===== src/rtl/match_score_track.sv =====
// match_score_track: per-frame maximum tracker for divider line scores.
// Collects LINES scores per frame, keeps the running maximum (earliest index on
// ties), and publishes best score, its index and a threshold match decision.
// Optional feature: define SCORE_SUM_EN to also publish the sum of all frame scores;
// without it score_sum is tied to zero.
module match_score_track #(
    parameter int unsigned   W      = 19,
    parameter int unsigned   LINES  = 16,
    parameter int unsigned   IDXW   = 4,
    parameter logic [W-1:0]  THRESH = W'(256)
) (
    input  logic                 clk,
    input  logic                 rst,
    input  logic                 frame_start,
    input  logic                 res_rdy,
    input  logic [W-1:0]         pre_score_line,
    output logic                 busy,
    output logic                 done,
    output logic [W-1:0]         best_score,
    output logic [IDXW-1:0]      best_idx,
    output logic                 match,
    output logic [W+IDXW-1:0]    score_sum
);

    localparam int unsigned SW = W + IDXW;

    localparam logic [1:0] S_IDLE = 2'd0;
    localparam logic [1:0] S_ACC  = 2'd1;
    localparam logic [1:0] S_DONE = 2'd2;

    localparam logic [IDXW-1:0] LAST_CNT = IDXW'(LINES - 1);

    logic [1:0]      state;
    logic [IDXW-1:0] cnt;
    logic [W-1:0]    run_best;
    logic [IDXW-1:0] run_idx;

    logic            take_new;
    logic [W-1:0]    fin_best;
    logic [IDXW-1:0] fin_idx;
    logic            start_evt;
    logic            last_evt;

    // Running-max update candidate and frame start/end events
    always_comb begin
        take_new  = (cnt == '0) || (pre_score_line > run_best);
        fin_best  = take_new ? pre_score_line : run_best;
        fin_idx   = take_new ? cnt : run_idx;
        start_evt = frame_start;
        last_evt  = (state == S_ACC) && !frame_start && res_rdy && (cnt == LAST_CNT);
    end

    assign busy = (state == S_ACC);
    assign done = (state == S_DONE);

    // FSM, running maximum and published results
    always_ff @(posedge clk) begin
        if (rst) begin
            state      <= S_IDLE;
            cnt        <= '0;
            run_best   <= '0;
            run_idx    <= '0;
            best_score <= '0;
            best_idx   <= '0;
            match      <= 1'b0;
        end else if (start_evt) begin
            // Start or restart from any state; a same-cycle score is score #0
            state    <= S_ACC;
            cnt      <= res_rdy ? IDXW'(1) : '0;
            run_best <= res_rdy ? pre_score_line : '0;
            run_idx  <= '0;
        end else begin
            case (state)
                S_ACC: begin
                    if (res_rdy) begin
                        if (last_evt) begin
                            state      <= S_DONE;
                            cnt        <= '0;
                            run_best   <= '0;
                            run_idx    <= '0;
                            best_score <= fin_best;
                            best_idx   <= fin_idx;
                            match      <= (fin_best >= THRESH);
                        end else begin
                            cnt      <= cnt + IDXW'(1);
                            run_best <= fin_best;
                            run_idx  <= fin_idx;
                        end
                    end
                end
                S_DONE:  state <= S_IDLE;
                default: state <= S_IDLE;
            endcase
        end
    end

`ifdef SCORE_SUM_EN
    logic [SW-1:0] run_sum;

    // Running sum of accepted scores, published together with best_score
    always_ff @(posedge clk) begin
        if (rst) begin
            run_sum   <= '0;
            score_sum <= '0;
        end else if (start_evt) begin
            run_sum <= res_rdy ? SW'(pre_score_line) : '0;
        end else if (state == S_ACC && res_rdy) begin
            if (last_evt) begin
                run_sum   <= '0;
                score_sum <= run_sum + SW'(pre_score_line);
            end else begin
                run_sum <= run_sum + SW'(pre_score_line);
            end
        end
    end
`else
    assign score_sum = '0;
`endif

endmodule

===== config.mk =====
export PLATFORM = sky130hd
export DESIGN_NAME = match_score_track
export DESIGN_NICKNAME = d
export VERILOG_FILES = /design/src/rtl/match_score_track.sv
export SDC_FILE = /design/constraint.sdc
export NUM_CORES = 1
export LEC_CHECK = 0
export BUFFER_PORTS_ARGS = -buffer_cell sky130_fd_sc_hd__buf_4
export CORE_ASPECT_RATIO = 1.75
export CORE_UTILIZATION = 49
export DETAILED_ROUTE_END_ITERATION = 6
export GPL_ROUTABILITY_DRIVEN = 0
export PLACE_DENSITY_LB_ADDON = 0.15
export RECOVER_POWER = 50
export SLEW_MARGIN = 10
export SYNTH_ARGS = -nofsm -noshare
export SYNTH_HDL_FRONTEND = slang
export SYNTH_SLANG_ARGS = --single-unit

===== constraint.sdc =====
create_clock -name clk -period 2.9 [get_ports clk]
set_clock_uncertainty 0.05 [all_clocks]
set_input_delay 0.725 -clock clk [delete_from_list [all_inputs] [get_ports clk]]
set_output_delay 0.725 -clock clk [all_outputs]
set_load 0.005 [all_outputs]

==> flow_summary.html <==
<table>
<tr><th>Metric</th><th>Value</th></tr>
<tr><th colspan="2">Pwr</th></tr>
<tr><td>Cell Pwr Density</td><td>roughly 410 nW/um^2</td></tr>
<tr><td>Leakage power summed over all cells</td><td>between 0.0015 and 0.002 uW</td></tr>
<tr><td>IR Drop Worst-Case VDD</td><td>about 0.33 mV</td></tr>
<tr><td>Total Power</td><td>1510 uW</td></tr>
<tr><th colspan="2">Setup path</th></tr>
<tr><td>Cell at the slowest stage of the critical path</td><td>sky130_fd_sc_hd__nor4_4</td></tr>
<tr><td>Endpoint required time on the critical path</td><td>between 3000 and 4000 ps</td></tr>
<tr><td>Crit-path most repeated cell</td><td>sky130_fd_sc_hd__buf_4</td></tr>
<tr><td>Cell chain of the critical path</td><td>buf_4 -&gt; ha_1 -&gt; nand4_1 -&gt; nor3_1 -&gt; a221o_1 -&gt; nor4_4 -&gt; buf_4 -&gt; o21ai_0 -&gt; a311oi_1</td></tr>
<tr><td>Worst Setup Path Type</td><td>primary input to register</td></tr>
<tr><td>Critical path launch point type</td><td>primary input</td></tr>
<tr><td>Crit path capture type</td><td>register</td></tr>
<tr><td>Largest fanout on the critical path</td><td>20</td></tr>
<tr><td>Data arrival time at the worst-slack endpoint</td><td>between 2000 and 3000 ps</td></tr>
<tr><td>CP peak stage delay</td><td>420 ps</td></tr>
<tr><th colspan="2">STA</th></tr>
<tr><td>Peak clock frequency supported by timing</td><td>362 MHz</td></tr>
<tr><td>Number of hold-slack violations in the final timing report</td><td>0</td></tr>
<tr><td>Setup TNS after final layout</td><td>0 ps</td></tr>
<tr><td>Final setup margin</td><td>around 140 ps</td></tr>
<tr><td>Worst hold margin</td><td>448 ps</td></tr>
<tr><td>Number of endpoints failing setup at the final stage</td><td>0</td></tr>
<tr><td>Number of pins exceeding their max-slew limit in the final report</td><td>0</td></tr>
<tr><td>Final Cycle Share</td><td>0.952</td></tr>
<tr><td>Relative max-transition margin</td><td>0.395</td></tr>
<tr><td>Unrepaired setup endpoints after global routing</td><td>false</td></tr>
<tr><td>Actual transition at the worst max-transition pin</td><td>between 900 and 1000 ps</td></tr>
<tr><td>Final critical path time including I/O delays and setup</td><td>about 2800 ps</td></tr>
<tr><th colspan="2">Detailed routing</th></tr>
<tr><td>Number of remaining DRC errors</td><td>0</td></tr>
<tr><td>Total wirelength of the detailed-routed design</td><td>between 7 and 8 mm</td></tr>
<tr><td>DRC marker count from the first detailed-route iteration</td><td>121</td></tr>
<tr><td>Routed len/inst</td><td>about 16 um</td></tr>
<tr><td>Detailed-routing iteration count for the pre-antenna-repair pass</td><td>4</td></tr>
<tr><td>Vias after detailed routing</td><td>2817</td></tr>
<tr><td>Ratio of routed vias to standard cells</td><td>5.77</td></tr>
<tr><td>Remaining antenna violation count</td><td>0</td></tr>
<tr><th colspan="2">Clock tree</th></tr>
<tr><td>Max H-tree Level</td><td>2</td></tr>
<tr><td>Clock tree from TritonCTS</td><td>done</td></tr>
<tr><td>Clock latency reported for the late side of the worst-skew pair</td><td>approximately 310 ps</td></tr>
<tr><td>Clock Tree Root</td><td>sky130_fd_sc_hd__clkbuf_8</td></tr>
<tr><td>Clock transition at path regs</td><td>90 ps</td></tr>
<tr><td># clock sinks</td><td>53</td></tr>
<tr><td>Hold buffer count at cts</td><td>0</td></tr>
<tr><td>TritonCTS buffer count</td><td>5</td></tr>
<tr><td>Number of buffers between clock root and the deepest sink</td><td>2</td></tr>
<tr><th colspan="2">Die</th></tr>
<tr><td>Height of the die</td><td>roughly 110 um</td></tr>
<tr><td>Top-Level Pins</td><td>72</td></tr>
<tr><td>X dimension of the die</td><td>61.4 um</td></tr>
<tr><td>Standard-cell row count</td><td>37</td></tr>
<tr><td>Core ar.</td><td>5930 um^2</td></tr>
<tr><td>Effective utilization at floorplan</td><td>0.510</td></tr>
<tr><td>Area enclosed by the die boundary</td><td>6490 um^2</td></tr>
<tr><th colspan="2">Logic synthesis</th></tr>
<tr><td>Post-Synthesis Mean Instance Area</td><td>just under 9 um^2</td></tr>
<tr><td>Area share of the leading cell type in the synthesized netlist</td><td>0.351</td></tr>
<tr><td>Synthesized instance count</td><td>between 300 and 400</td></tr>
<tr><td>Yosys warning total</td><td>0</td></tr>
<tr><td>Flops &amp; latches, synth</td><td>between 50 and 60</td></tr>
<tr><td>Count of flip-flops with a built-in enable after synthesis</td><td>0</td></tr>
<tr><td>Number of library cell types mapped by synthesis</td><td>39</td></tr>
<tr><td>Sequential area share after synthesis</td><td>0.351</td></tr>
<tr><td>Summed instance area of the synthesized netlist</td><td>slightly above 3000 um^2</td></tr>
<tr><td>Most used DFF post-synth</td><td>sky130_fd_sc_hd__dfxtp_1</td></tr>
<tr><td>Library cell occupying the most area in the post-synthesis netlist</td><td>sky130_fd_sc_hd__dfxtp_1</td></tr>
<tr><td>Area contributors post-synth</td><td>sky130_fd_sc_hd__dfxtp_1 35%, sky130_fd_sc_hd__ha_1 8.7%, sky130_fd_sc_hd__a32o_1 7.3%, sky130_fd_sc_hd__buf_4 6.5%, sky130_fd_sc_hd__nor4_1 6.0%</td></tr>
<tr><td>Async set or reset register ratio after synthesis</td><td>0</td></tr>
<tr><th colspan="2">Placed design</th></tr>
<tr><td>Post-Place Setup Slack</td><td>-211 ps</td></tr>
<tr><td>I/O Buffers</td><td>48</td></tr>
<tr><td>Sum of net half-perimeters after detailed placement</td><td>about 5.6 mm</td></tr>
<tr><th colspan="2">Job</th></tr>
<tr><td>Max-capacitance violation count</td><td>0</td></tr>
<tr><th colspan="2">Global route</th></tr>
<tr><td>Total global-route track usage</td><td>0.262</td></tr>
<tr><td>Number of antenna violations at the first check in global routing</td><td>0</td></tr>
<tr><td>Sum of overflow across all layers after global routing</td><td>0</td></tr>
<tr><td>Via count of the first global-routing pass</td><td>2724</td></tr>
<tr><td>Wire length of the first global-routing pass</td><td>approximately 13 mm</td></tr>
<tr><td>Pin count of the biggest net entering global routing</td><td>39</td></tr>
<tr><th colspan="2">Cells and area</th></tr>
<tr><td>Combined area of the multi-input logic cells</td><td>around 1700 um^2</td></tr>
<tr><td>Post-layout util</td><td>0.620</td></tr>
<tr><td>Combined flip-flop and latch cell area</td><td>~1100 um^2</td></tr>
<tr><td>Layout fillers</td><td>550</td></tr>
<tr><td>Area growth from synthesis to layout</td><td>21.7%</td></tr>
<tr><td>Final antenna diode count</td><td>0</td></tr>
<tr><td>Fraction of final layout cells sized beyond drive strength 1</td><td>0.227</td></tr>
<tr><td>Number of nets in the layout</td><td>around 450</td></tr>
<tr><th colspan="2">Run status</th></tr>
<tr><td>Result of the run</td><td>finished, final reports clean</td></tr>
<tr><th colspan="2">Worst hold path</th></tr>
<tr><td>Worst hold path class</td><td>register to register</td></tr>
</table>
worst paths after layout:
| kind | to | slack, ps | cells after the start | start |
|---|---|---|---|---|
| max | best_idx[2]$_SDFFE_PP0P_ | 140 | 9 | pre_score_line[12] |
| min | run_idx[3]$_SDFFE_PP0P_ | 450 | 1 | run_idx[3]$_SDFFE_PP0P_ |
| max reg2reg | best_idx[2]$_SDFFE_PP0P_ | 230 | 9 | run_best[12]$_SDFFE_PP0P_ |
| min reg2reg | run_idx[3]$_SDFFE_PP0P_ | 450 | 1 | run_idx[3]$_SDFFE_PP0P_ |
report_power, final:
group	internal [uW]	switching, uW
Combinational	108	130
Clock	282	237
Sequential	743	14.1
Total	1130	381
kinds of logic (layout without fill, tap and decap cells):
kind of cell,after synthesis,in the layout,share of synthesized area
xor+xnor,1,1,0.00290
compound gates,97,97,0.254
simple gates,102,102,0.185
other cells,1,23,0.00124
buf+inv,67,113,0.118
fa+ha+maj,21,21,0.0870
flops,53,53,0.351
worst max-delay path, delay by kind of cell:
family          cells  cell delay [ps]
simple gates        3              710
fa+ha+maj           1              310
compound gates      3              730
buf+inv             2              460
synth_stat cells, types with 2 or more instances:
cell / instances
sky130_fd_sc_hd__ha_1: 21
sky130_fd_sc_hd__buf_2: 6
sky130_fd_sc_hd__o21a_1: 3
sky130_fd_sc_hd__nand4_1: 5
sky130_fd_sc_hd__nor4_1: 29
sky130_fd_sc_hd__nand3_1: 7
sky130_fd_sc_hd__nor3_1: 10
sky130_fd_sc_hd__buf_4: 26
sky130_fd_sc_hd__inv_1: 22
sky130_fd_sc_hd__a21oi_1: 14
sky130_fd_sc_hd__a32o_1: 22
sky130_fd_sc_hd__o21bai_1: 21
sky130_fd_sc_hd__nor3b_1: 2
sky130_fd_sc_hd__o21ai_0: 6
sky130_fd_sc_hd__nand3b_1: 2
sky130_fd_sc_hd__or3_1: 2
sky130_fd_sc_hd__and3_1: 2
sky130_fd_sc_hd__clkbuf_1: 12
sky130_fd_sc_hd__nor2_1: 24
sky130_fd_sc_hd__a211oi_1: 15
sky130_fd_sc_hd__nand2_1: 11
sky130_fd_sc_hd__nor2b_1: 3
sky130_fd_sc_hd__dfxtp_1: 53
sky130_fd_sc_hd__a311oi_1: 9
timing repair:
item,4_1_cts,5_1_grt
gates resized for setup,0,1
setup endpoints to repair,0,17
buffers inserted,0,0
cell usage in the layout (no fill, tap or decap), drive strengths merged, types with 2 or more instances in the layout:
| master | netlist | final |
|---|---|---|
| a211oi | 15 | 15 |
| a21oi | 14 | 14 |
| a311oi | 9 | 9 |
| a32o | 22 | 22 |
| and3 | 2 | 2 |
| buf | 33 | 54 |
| clkbuf | 12 | 36 |
| conb | 1 | 23 |
| dfxtp | 53 | 53 |
| ha | 21 | 21 |
| inv | 22 | 22 |
| nand2 | 11 | 11 |
| nand3 | 7 | 7 |
| nand3b | 2 | 2 |
| nand4 | 6 | 6 |
| nor2 | 25 | 25 |
| nor2b | 3 | 3 |
| nor3 | 10 | 10 |
| nor3b | 2 | 2 |
| nor4 | 30 | 30 |
| o21a | 3 | 3 |
| o21ai | 7 | 7 |
| o21bai | 21 | 21 |
| or3 | 2 | 2 |
state kept, by name, indices dropped and copies added, names as in the netlist:
name,flops
best_idx,4
best_score,19
cnt,4
match,1
run_best,19
run_idx,4
state,2
area by class of cell:
cell class / count / area share
clock buffers: 7 / 0.0235
clock inverters: 1 / 0.00817
inverters: 22 / 0.0225
multi-input cells: 244 / 0.462
flip-flops and latches: 53 / 0.289
well taps: 78 / 0.0265
repair buffers: 83 / 0.169
stage by stage:
step / instance area, um^2 / cells
final: 3680 / 488
after global routing: 3680 / 488
after CTS: 3680 / 488
after detailed placement: 3570 / 480
after global placement: 3570 / 480
after floorplan: 3100 / 364
layer usage:
| layer | GRT usage | wire length (um) | vias to the layer above |
|---|---|---|---|
| met2 | 0.447 | 4050 | 96 |
| met5 | 0 | 0 | - |
| li1 | - | - | 1389 |
| met1 | 0.308 | 3060 | 1319 |
| met3 | 0.0442 | 376 | 13 |
| met4 | 0.113 | 159 | 0 |
(Power assumes the default switching activity.)
